[src/rtl/car_wiper_pkg.sv]
`default_nettype none
// ============================================================================
//  Module      : car_wiper_pkg
//  Description : Shared types for the wiper controller: FSM state encoding,
//                motor drive codes and the motor decode helper.
//  Revision    : 1.0  initial release
// ============================================================================
package car_wiper_pkg;

    typedef enum logic [2:0] {
        ST_IDLE = 3'd0,
        ST_WIPE = 3'd1,
        ST_GAP  = 3'd2,
        ST_WASH = 3'd3,
        ST_DRY  = 3'd4
    } wiper_state_t;

    localparam logic [1:0] MOT_OFF  = 2'b00;
    localparam logic [1:0] MOT_SLOW = 2'b01;
    localparam logic [1:0] MOT_FAST = 2'b10;

    // Washer and dry sweeps always run slow; only plain sweeps honour the latched speed
    function automatic logic [1:0] motor_code(input wiper_state_t st, input logic fast);
        logic [1:0] code;
        case (st)
            ST_WIPE: code = fast ? MOT_FAST : MOT_SLOW;
            ST_WASH: code = MOT_SLOW;
            ST_DRY:  code = MOT_SLOW;
            default: code = MOT_OFF;
        endcase
        return code;
    endfunction

endpackage
`default_nettype wire

[src/rtl/wiper_timer.sv]
`default_nettype none
// ============================================================================
//  Module      : wiper_timer
//  Description : Loadable down-counter that stops at zero. One instance times
//                sweeps, intermittent gaps and dry sweeps in turn.
//  Revision    : 1.0  initial release
// ============================================================================
module wiper_timer #(
    parameter int W = 8
) (
    input  logic         clk,
    input  logic         rst,
    input  logic         i_load,
    input  logic [W-1:0] i_load_val,
    output logic [W-1:0] o_value,
    output logic         o_done
);

    logic [W-1:0] r_cnt;

    // Load has priority; otherwise count down and hold at zero
    always_ff @(posedge clk) begin
        if (rst) begin
            r_cnt <= '0;
        end else if (i_load) begin
            r_cnt <= i_load_val;
        end else if (r_cnt != '0) begin
            r_cnt <= r_cnt - 1'b1;
        end
    end

    assign o_value = r_cnt;
    assign o_done  = (r_cnt == '0);

endmodule
`default_nettype wire

[src/rtl/car_wiper_ctrl.sv]
`default_nettype none
// ============================================================================
//  Module      : car_wiper_ctrl
//  Description : Windscreen wiper controller with manual, single-sweep and
//                rain-sensing intermittent modes. Define WIPER_WASH_EN to
//                include the washer (WASH) and post-wash dry sweeps (DRY).
//  Revision    : 1.0  initial release
// ============================================================================
module car_wiper_ctrl
    import car_wiper_pkg::*;
#(
    parameter int SWEEP_CYC  = 64,
    parameter int RAIN_W     = 4,
    parameter int TH_SLOW    = 8,
    parameter int TH_FAST    = 12,
    parameter int GAP_STEP   = 32,
    parameter int DRY_SWEEPS = 3
) (
    input  logic              clk,
    input  logic              rst,
    input  logic              en,
    input  logic              auto_md,
    input  logic [1:0]        man_spd,
    input  logic [RAIN_W-1:0] rain,
    input  logic              wash,
    output logic [1:0]        motor,
    output logic              pump,
    output logic              busy
);

    // Timer holds "cycles remaining - 1", so the largest load is the longest gap or sweep minus one
    localparam int c_gap_max = (TH_SLOW - 1) * GAP_STEP;
    localparam int c_tmr_max = (c_gap_max > SWEEP_CYC) ? c_gap_max - 1 : SWEEP_CYC - 1;
    localparam int c_tw      = (c_tmr_max < 1) ? 1 : $clog2(c_tmr_max + 1);

    localparam logic [c_tw-1:0]   c_sweep_val = c_tw'(SWEEP_CYC - 1);
    localparam logic [RAIN_W-1:0] c_th_slow   = RAIN_W'(TH_SLOW);
    localparam logic [RAIN_W-1:0] c_th_fast   = RAIN_W'(TH_FAST);

    wiper_state_t    r_state, w_state_nxt, w_end_state;
    logic            r_fast, w_fast_nxt, w_end_fast;
    logic            r_arm;
    logic [1:0]      r_motor;
    logic            r_busy;
    logic            w_tmr_load, w_end_load, w_tmr_done;
    logic [c_tw-1:0] w_tmr_val, w_end_val, w_gap_last, w_unused_tmr_value;
    logic [31:0]     w_gap_cycles;
    logic            w_demand, w_cont, w_gap_ok, w_spd_fast, w_single_req, w_single_take;
    logic            w_wash_end;

`ifdef WIPER_WASH_EN
    localparam int c_dw = (DRY_SWEEPS < 1) ? 1 : $clog2(DRY_SWEEPS + 1);
    localparam logic [c_dw-1:0] c_dry_first = c_dw'((DRY_SWEEPS < 1) ? 0 : DRY_SWEEPS - 1);
    logic [c_dw-1:0] r_dry_left, w_dry_nxt;
    logic            r_pump;
    assign w_wash_end = wash;
`else
    localparam int c_unused_dry = DRY_SWEEPS;
    logic w_unused_wash;
    assign w_unused_wash = wash;
    assign w_wash_end    = 1'b0;
`endif

    // Demand decode: any wiping request, continuous request and the intermittent band
    assign w_demand   = en && (auto_md ? (rain != '0) : (man_spd == 2'd1 || man_spd == 2'd2));
    assign w_cont     = en && (auto_md ? (rain >= c_th_slow) : (man_spd == 2'd1 || man_spd == 2'd2));
    assign w_gap_ok   = en && auto_md && (rain != '0) && (rain < c_th_slow);
    assign w_spd_fast = auto_md ? (rain >= c_th_fast) : (man_spd == 2'd2);
    assign w_single_req = r_arm && en && !auto_md && (man_spd == 2'd3);

    // Gap length computed only inside the intermittent band so the subtraction cannot wrap
    always_comb begin
        w_gap_cycles = 32'd0;
        if (w_gap_ok) begin
            w_gap_cycles = (32'(c_th_slow) - 32'(rain)) * 32'(GAP_STEP);
        end
        w_gap_last = (w_gap_cycles == 32'd0) ? '0 : c_tw'(w_gap_cycles - 32'd1);
    end

    // Where the FSM goes when a sweep finishes without a pending dry sweep
    always_comb begin
        w_end_state = ST_IDLE;
        w_end_fast  = r_fast;
        w_end_load  = 1'b0;
        w_end_val   = c_sweep_val;
        if (w_wash_end) begin
            w_end_state = ST_WASH;
            w_end_load  = 1'b1;
        end else if (w_cont) begin
            w_end_state = ST_WIPE;
            w_end_fast  = w_spd_fast;
            w_end_load  = 1'b1;
        end else if (w_gap_ok) begin
            w_end_state = ST_GAP;
            w_end_load  = 1'b1;
            w_end_val   = w_gap_last;
        end
    end

    // Next-state logic; every timer load coincides with a state entry or sweep restart
    always_comb begin
        w_state_nxt   = r_state;
        w_fast_nxt    = r_fast;
        w_tmr_load    = 1'b0;
        w_tmr_val     = c_sweep_val;
        w_single_take = 1'b0;
`ifdef WIPER_WASH_EN
        w_dry_nxt     = r_dry_left;
`endif
        case (r_state)
            ST_IDLE: begin
`ifdef WIPER_WASH_EN
                if (en && wash) begin
                    w_state_nxt = ST_WASH;
                    w_tmr_load  = 1'b1;
                end else
`endif
                if (w_demand || w_single_req) begin
                    w_state_nxt   = ST_WIPE;
                    w_fast_nxt    = w_spd_fast;
                    w_tmr_load    = 1'b1;
                    w_single_take = w_single_req;
                end
            end
            ST_WIPE: begin
                if (w_tmr_done) begin
                    w_state_nxt = w_end_state;
                    w_fast_nxt  = w_end_fast;
                    w_tmr_load  = w_end_load;
                    w_tmr_val   = w_end_val;
                end
            end
            ST_GAP: begin
                if (!en) begin
                    w_state_nxt = ST_IDLE;
`ifdef WIPER_WASH_EN
                end else if (wash) begin
                    w_state_nxt = ST_WASH;
                    w_tmr_load  = 1'b1;
`endif
                end else if ((auto_md && (rain >= c_th_slow)) || (w_tmr_done && w_demand)) begin
                    w_state_nxt = ST_WIPE;
                    w_fast_nxt  = w_spd_fast;
                    w_tmr_load  = 1'b1;
                end else if (w_tmr_done) begin
                    w_state_nxt = ST_IDLE;
                end
            end
`ifdef WIPER_WASH_EN
            ST_WASH: begin
                if (w_tmr_done) begin
                    w_tmr_load = 1'b1;
                    if (!wash) begin
                        w_state_nxt = ST_DRY;
                        w_dry_nxt   = c_dry_first;
                    end
                end
            end
            ST_DRY: begin
                if (w_tmr_done) begin
                    if (wash) begin
                        w_state_nxt = ST_WASH;
                        w_tmr_load  = 1'b1;
                    end else if (r_dry_left != '0) begin
                        w_dry_nxt  = r_dry_left - 1'b1;
                        w_tmr_load = 1'b1;
                    end else begin
                        w_state_nxt = w_end_state;
                        w_fast_nxt  = w_end_fast;
                        w_tmr_load  = w_end_load;
                        w_tmr_val   = w_end_val;
                    end
                end
            end
`endif
            default: w_state_nxt = ST_IDLE;
        endcase
    end

    wiper_timer #(
        .W (c_tw)
    ) u_timer (
        .clk        (clk),
        .rst        (rst),
        .i_load     (w_tmr_load),
        .i_load_val (w_tmr_val),
        .o_value    (w_unused_tmr_value),
        .o_done     (w_tmr_done)
    );

    // State, speed latch and registered outputs decoded from the next state
    always_ff @(posedge clk) begin
        if (rst) begin
            r_state <= ST_IDLE;
            r_fast  <= 1'b0;
            r_motor <= MOT_OFF;
            r_busy  <= 1'b0;
        end else begin
            r_state <= w_state_nxt;
            r_fast  <= w_fast_nxt;
            r_motor <= motor_code(w_state_nxt, w_fast_nxt);
            r_busy  <= (w_state_nxt != ST_IDLE);
        end
    end

    // Single-sweep arm: re-armed whenever man_spd is away from 3, spent when a sweep starts
    always_ff @(posedge clk) begin
        if (rst) begin
            r_arm <= 1'b0;
        end else if (man_spd != 2'd3) begin
            r_arm <= 1'b1;
        end else if (w_single_take) begin
            r_arm <= 1'b0;
        end
    end

`ifdef WIPER_WASH_EN
    // Pump follows the washer request only while in WASH; dry-sweep countdown
    always_ff @(posedge clk) begin
        if (rst) begin
            r_pump     <= 1'b0;
            r_dry_left <= '0;
        end else begin
            r_pump     <= (w_state_nxt == ST_WASH) && wash;
            r_dry_left <= w_dry_nxt;
        end
    end
    assign pump = r_pump;
`else
    assign pump = 1'b0;
`endif

    assign motor = r_motor;
    assign busy  = r_busy;

endmodule
`default_nettype wire

[config.mk]
export PLATFORM = sky130hd
export DESIGN_NAME = car_wiper_ctrl
export DESIGN_NICKNAME = d
export VERILOG_FILES = /design/src/rtl/car_wiper_pkg.sv /design/src/rtl/wiper_timer.sv /design/src/rtl/car_wiper_ctrl.sv
export SDC_FILE = /design/constraint.sdc
export NUM_CORES = 1
export LEC_CHECK = 0
export ABC_AREA = 1
export CAP_MARGIN = 20
export CORE_MARGIN = 10
export CORE_UTILIZATION = 61
export CTS_CLUSTER_SIZE = 20
export DETAILED_ROUTE_END_ITERATION = 6
export DONT_BUFFER_PORTS = 1
export GPL_TIMING_DRIVEN = 0
export PLACE_DENSITY = 0.77
export SLEW_MARGIN = 20
export SYNTH_ARGS = -nofsm -noshare
export SYNTH_HDL_FRONTEND = slang
export SYNTH_HIERARCHICAL = 1
export SYNTH_SLANG_ARGS = --single-unit
[constraint.sdc]
create_clock -name clk -period 2.67 [get_ports clk]
set_input_delay 0.534 -clock clk [delete_from_list [all_inputs] [get_ports clk]]
set_output_delay 0.534 -clock clk [all_outputs]
set_load 0.005 [all_outputs]
==> out/metrics.yaml <==
final_layout:
  antennaDiodeCount: 0
  fin_nets: 194
  finalInstanceArea_sq_mm: 0.001174
  syn2layout_area_growth_pct: 6.470
  final_layout_size_suffix_gt1_frac: 0.1243
place:
  post-place-ws_ns: 0.3618
  place_area_sq_mm: 0.001137
  place.port_buffers: 0
  gp_congestion: 0.8003
  hpwl_um: 1840
global_routing:
  overflow: 0
  grt_use_met1: 0.1112
  antenna_found_initial: 0
  busiest_layer: "met2"
  grt_util_met3: 0.04839
  grt_pass1_wl_um: 4119
  grt_start_max_net_pins: 12
  grt_pass1_vias: 1031
  grt_use_total: 0.1215
  met2_usage: 0.2333
setup_path:
  critPathMaxStageDelay_ns: 0.32
  crit_chain: "inv_1 > ha_1 > nand2_2 > nor2_8 > inv_1 > nor2_1 > nand3_1 > nand2_1 > inv_2 > nand3_1 > buf_2 > inv_2 > nand2_2 > inv_2 > nor3_1"
  criticalPathCategory: "reg2reg"
  critPathTopFamily: "simple AND/OR/NAND/NOR gates"
  endpoint_kind: "register"
  crit_arrival_ns: 2.48
  path_buf_inv: 6
  start_kind: "register"
  cp.required_ns: 2.88
  crit_path_frequent_cell: "inv_2"
  crit_path_max_fanout: 9
  critPathSlowestCell: "dfxtp_1"
synthesis:
  yosysTopAreaCell: "dfxtp_1"
  synth_top_area_frac: 0.2906
  synth_area_sq_mm: 0.001102
  synth.distinct_cells: 27
  ys_ff_latch: 16
  netlist_top_cells_area: "dfxtp_1 (29%), nand2_1 (14%), inv_1 (7.8%)"
  ys_seq_area_frac: 0.2906
  yosysWarnings: 6
  syn_inst: 172
  synth_area_per_cell_sq_um: 6.409
route:
  wire_per_inst_um: 11.32
  dr.pass1.iters: 4
  final_antenna_net_count: 0
  drc_errors: 0
  vias_per_cell: 5.183
  num_vias: 1047
  routed_wl_um: 2286
  drt-initial-drc-count: 33
sta:
  slew_viol_final: 0
  period_share: 0.8490
  setup_viol: 0
  grt_setup_unrepaired: "false"
  skew_ns: 0.004037
  setup_slack_ns: 0.4032
  fin_crit_ns: 2.267
  timing.setup.tns_ns: 0
  timing.fmax_ghz: 0.4411
  hold_viol_final: 0
power_and_ir_drop:
  powerDensity_mw_per_mm2: 836.5
  vdd_drop_max_mv: 0.4480
  leakage_nw: 0.5862
clocking:
  cts_tree: "built"
  cts_made_buffers: 3
  clock_tree.buffer_depth: 2
  clk_latency_ns: 0.28
  ctsHoldBuffers: 0
  clock-sinks: 16
  clkTransAtPathRegs_ns: 0.09
  post_cts_buffers: 0
  ctsRootBufferMaster: "clkbuf_4"
  htreeDepth: 1
  cts-resized-gates: 0
die:
  dieHeight_um: 62.51
  fp.dieArea_sq_mm: 0.003908
  initial_core_util: 0.6384
  core_area_sq_mm: 0.001727
  die_x_um: 62.51
  rows: 15
  pin_count: 15
run_status:
  status: "finished, final reports clean"
run:
  maxCapViolations: 0
min_path:
  min_path_type: "in2reg"
==> cells by family after synthesis <==
| group | after synthesis | share of synthesized area |
|---|---|---|
| other cells | 1 | 0.003402 |
| compound gates | 21 | 0.1124 |
| simple gates | 96 | 0.4064 |
| flops | 16 | 0.2906 |
| buf+inv | 30 | 0.1067 |
| xor+xnor | 3 | 0.02384 |
| fa+ha+maj | 5 | 0.05675 |
==> sequential cells by signal (all words and copies together) (netlist names) <==
| signal | flops |
|---|---|
| busy | 1 |
| motor | 2 |
| r_arm | 1 |
| r_fast | 1 |
| r_state | 3 |
| u_timer/o_value | 8 |
==> placed cells by master, fill, tap and decap left out <==
| cell type | netlist | routed |
|---|---|---|
| a21oi_1 | 7 | 7 |
| a21oi_4 | 1 | 1 |
| buf_2 | 1 | 1 |
| buf_4 | 1 | 1 |
| clkbuf_4 | 0 | 3 |
| clkbuf_8 | 0 | 1 |
| conb_1 | 1 | 2 |
| dfxtp_1 | 16 | 16 |
| ha_1 | 5 | 5 |
| inv_1 | 23 | 23 |
| inv_2 | 5 | 5 |
| nand2_1 | 40 | 40 |
| nand2_2 | 4 | 4 |
| nand3_1 | 15 | 15 |
| nand3_2 | 1 | 1 |
| nand4_1 | 2 | 2 |
| nor2_1 | 22 | 22 |
| nor2_2 | 3 | 3 |
| nor2_8 | 1 | 1 |
| nor3_1 | 5 | 5 |
| nor3_4 | 1 | 1 |
| o211ai_1 | 2 | 2 |
| o21ai_0 | 4 | 4 |
| o21ai_1 | 6 | 6 |
| o31ai_1 | 1 | 1 |
| or2_1 | 1 | 1 |
| or3_1 | 1 | 1 |
| xnor2_1 | 2 | 2 |
| xor2_1 | 1 | 1 |
==> worst reg2reg max path, stage by stage (launching register included) <==
cell and delay (ns):
dfxtp_1 0.32, inv_1 0.13, ha_1 0.25, nand2_2 0.13, nor2_8 0.19, inv_1 0.08, nor2_1 0.18, nand3_1 0.10
nand2_1 0.10, inv_2 0.04, nand3_1 0.05, buf_2 0.21, inv_2 0.09, nand2_2 0.11, inv_2 0.05, nor3_1 0.17
==> metal layers <==
metal | wire length, um | up-vias
met4 | 35 | 0
met2 | 1228 | 19
met1 | 908 | 471
met3 | 113 | 4
li1 | - | 553
met5 | 0 | -
==> synthesized netlist by cell type <==
| cell type | instances |
|---|---|
| nor3_4 | 1 |
| o211ai_1 | 2 |
| o21ai_1 | 6 |
| ha_1 | 5 |
| a21oi_1 | 7 |
| nor2_2 | 3 |
| xor2_1 | 1 |
| dfxtp_1 | 16 |
| nor3_1 | 5 |
| or2_1 | 1 |
| a21oi_4 | 1 |
| nor2_8 | 1 |
| nand4_1 | 2 |
| xnor2_1 | 2 |
| nor2_1 | 22 |
| conb_1 | 1 |
| nand2_2 | 4 |
| nand3_1 | 15 |
| or3_1 | 1 |
| inv_2 | 5 |
| nand3_2 | 1 |
| inv_1 | 23 |
| buf_2 | 1 |
| nand2_1 | 40 |
| o31ai_1 | 1 |
| o21ai_0 | 4 |
| buf_4 | 1 |
==> stage by stage <==
stage,hold WS (ns),cells,total power [W],utilization
2_1_floorplan,0.4386,173,0.0007377,-
3_3_place_gp,0.4452,198,0.0007955,0.6587
3_5_place_dp,0.4564,198,0.0008192,0.6587
4_1_cts,0.2959,202,0.0009873,0.6797
5_1_grt,0.2926,202,0.001060,0.6797
6_report,0.3017,202,0.0009817,0.6797
==> power breakdown <==
group	switching, W	internal [W]
sequential	0.0000508	0.000299
combinational	0.000297	0.000177
clock	0.0000751	0.0000830
==> cell type report <==
class	instances	area [sq um]
plain buffers	2	12.51
inverters	28	105.1
well taps	25	31.28
multi-input cells	127	668.1
fillers	161	553.0
clock buffers	4	36.28
flip-flops and latches	16	320.3
==> worst paths after layout <==
kind	from	to	slack, ns	depth (start not counted)
worst min-delay path	rst	u_timer/o_value[3]$_SDFFE_PP0P_	0.30	1
worst min register to register	r_arm$_SDFFE_PP0P_	r_arm$_SDFFE_PP0P_	0.47	2
worst max-delay path	u_timer/o_value[0]$_SDFFE_PP0P_	u_timer/o_value[2]$_SDFFE_PP0P_	0.40	15
worst max register to register	u_timer/o_value[0]$_SDFFE_PP0P_	u_timer/o_value[2]$_SDFFE_PP0P_	0.40	15
No activity file was read; power rests on OpenSTA's default activity.
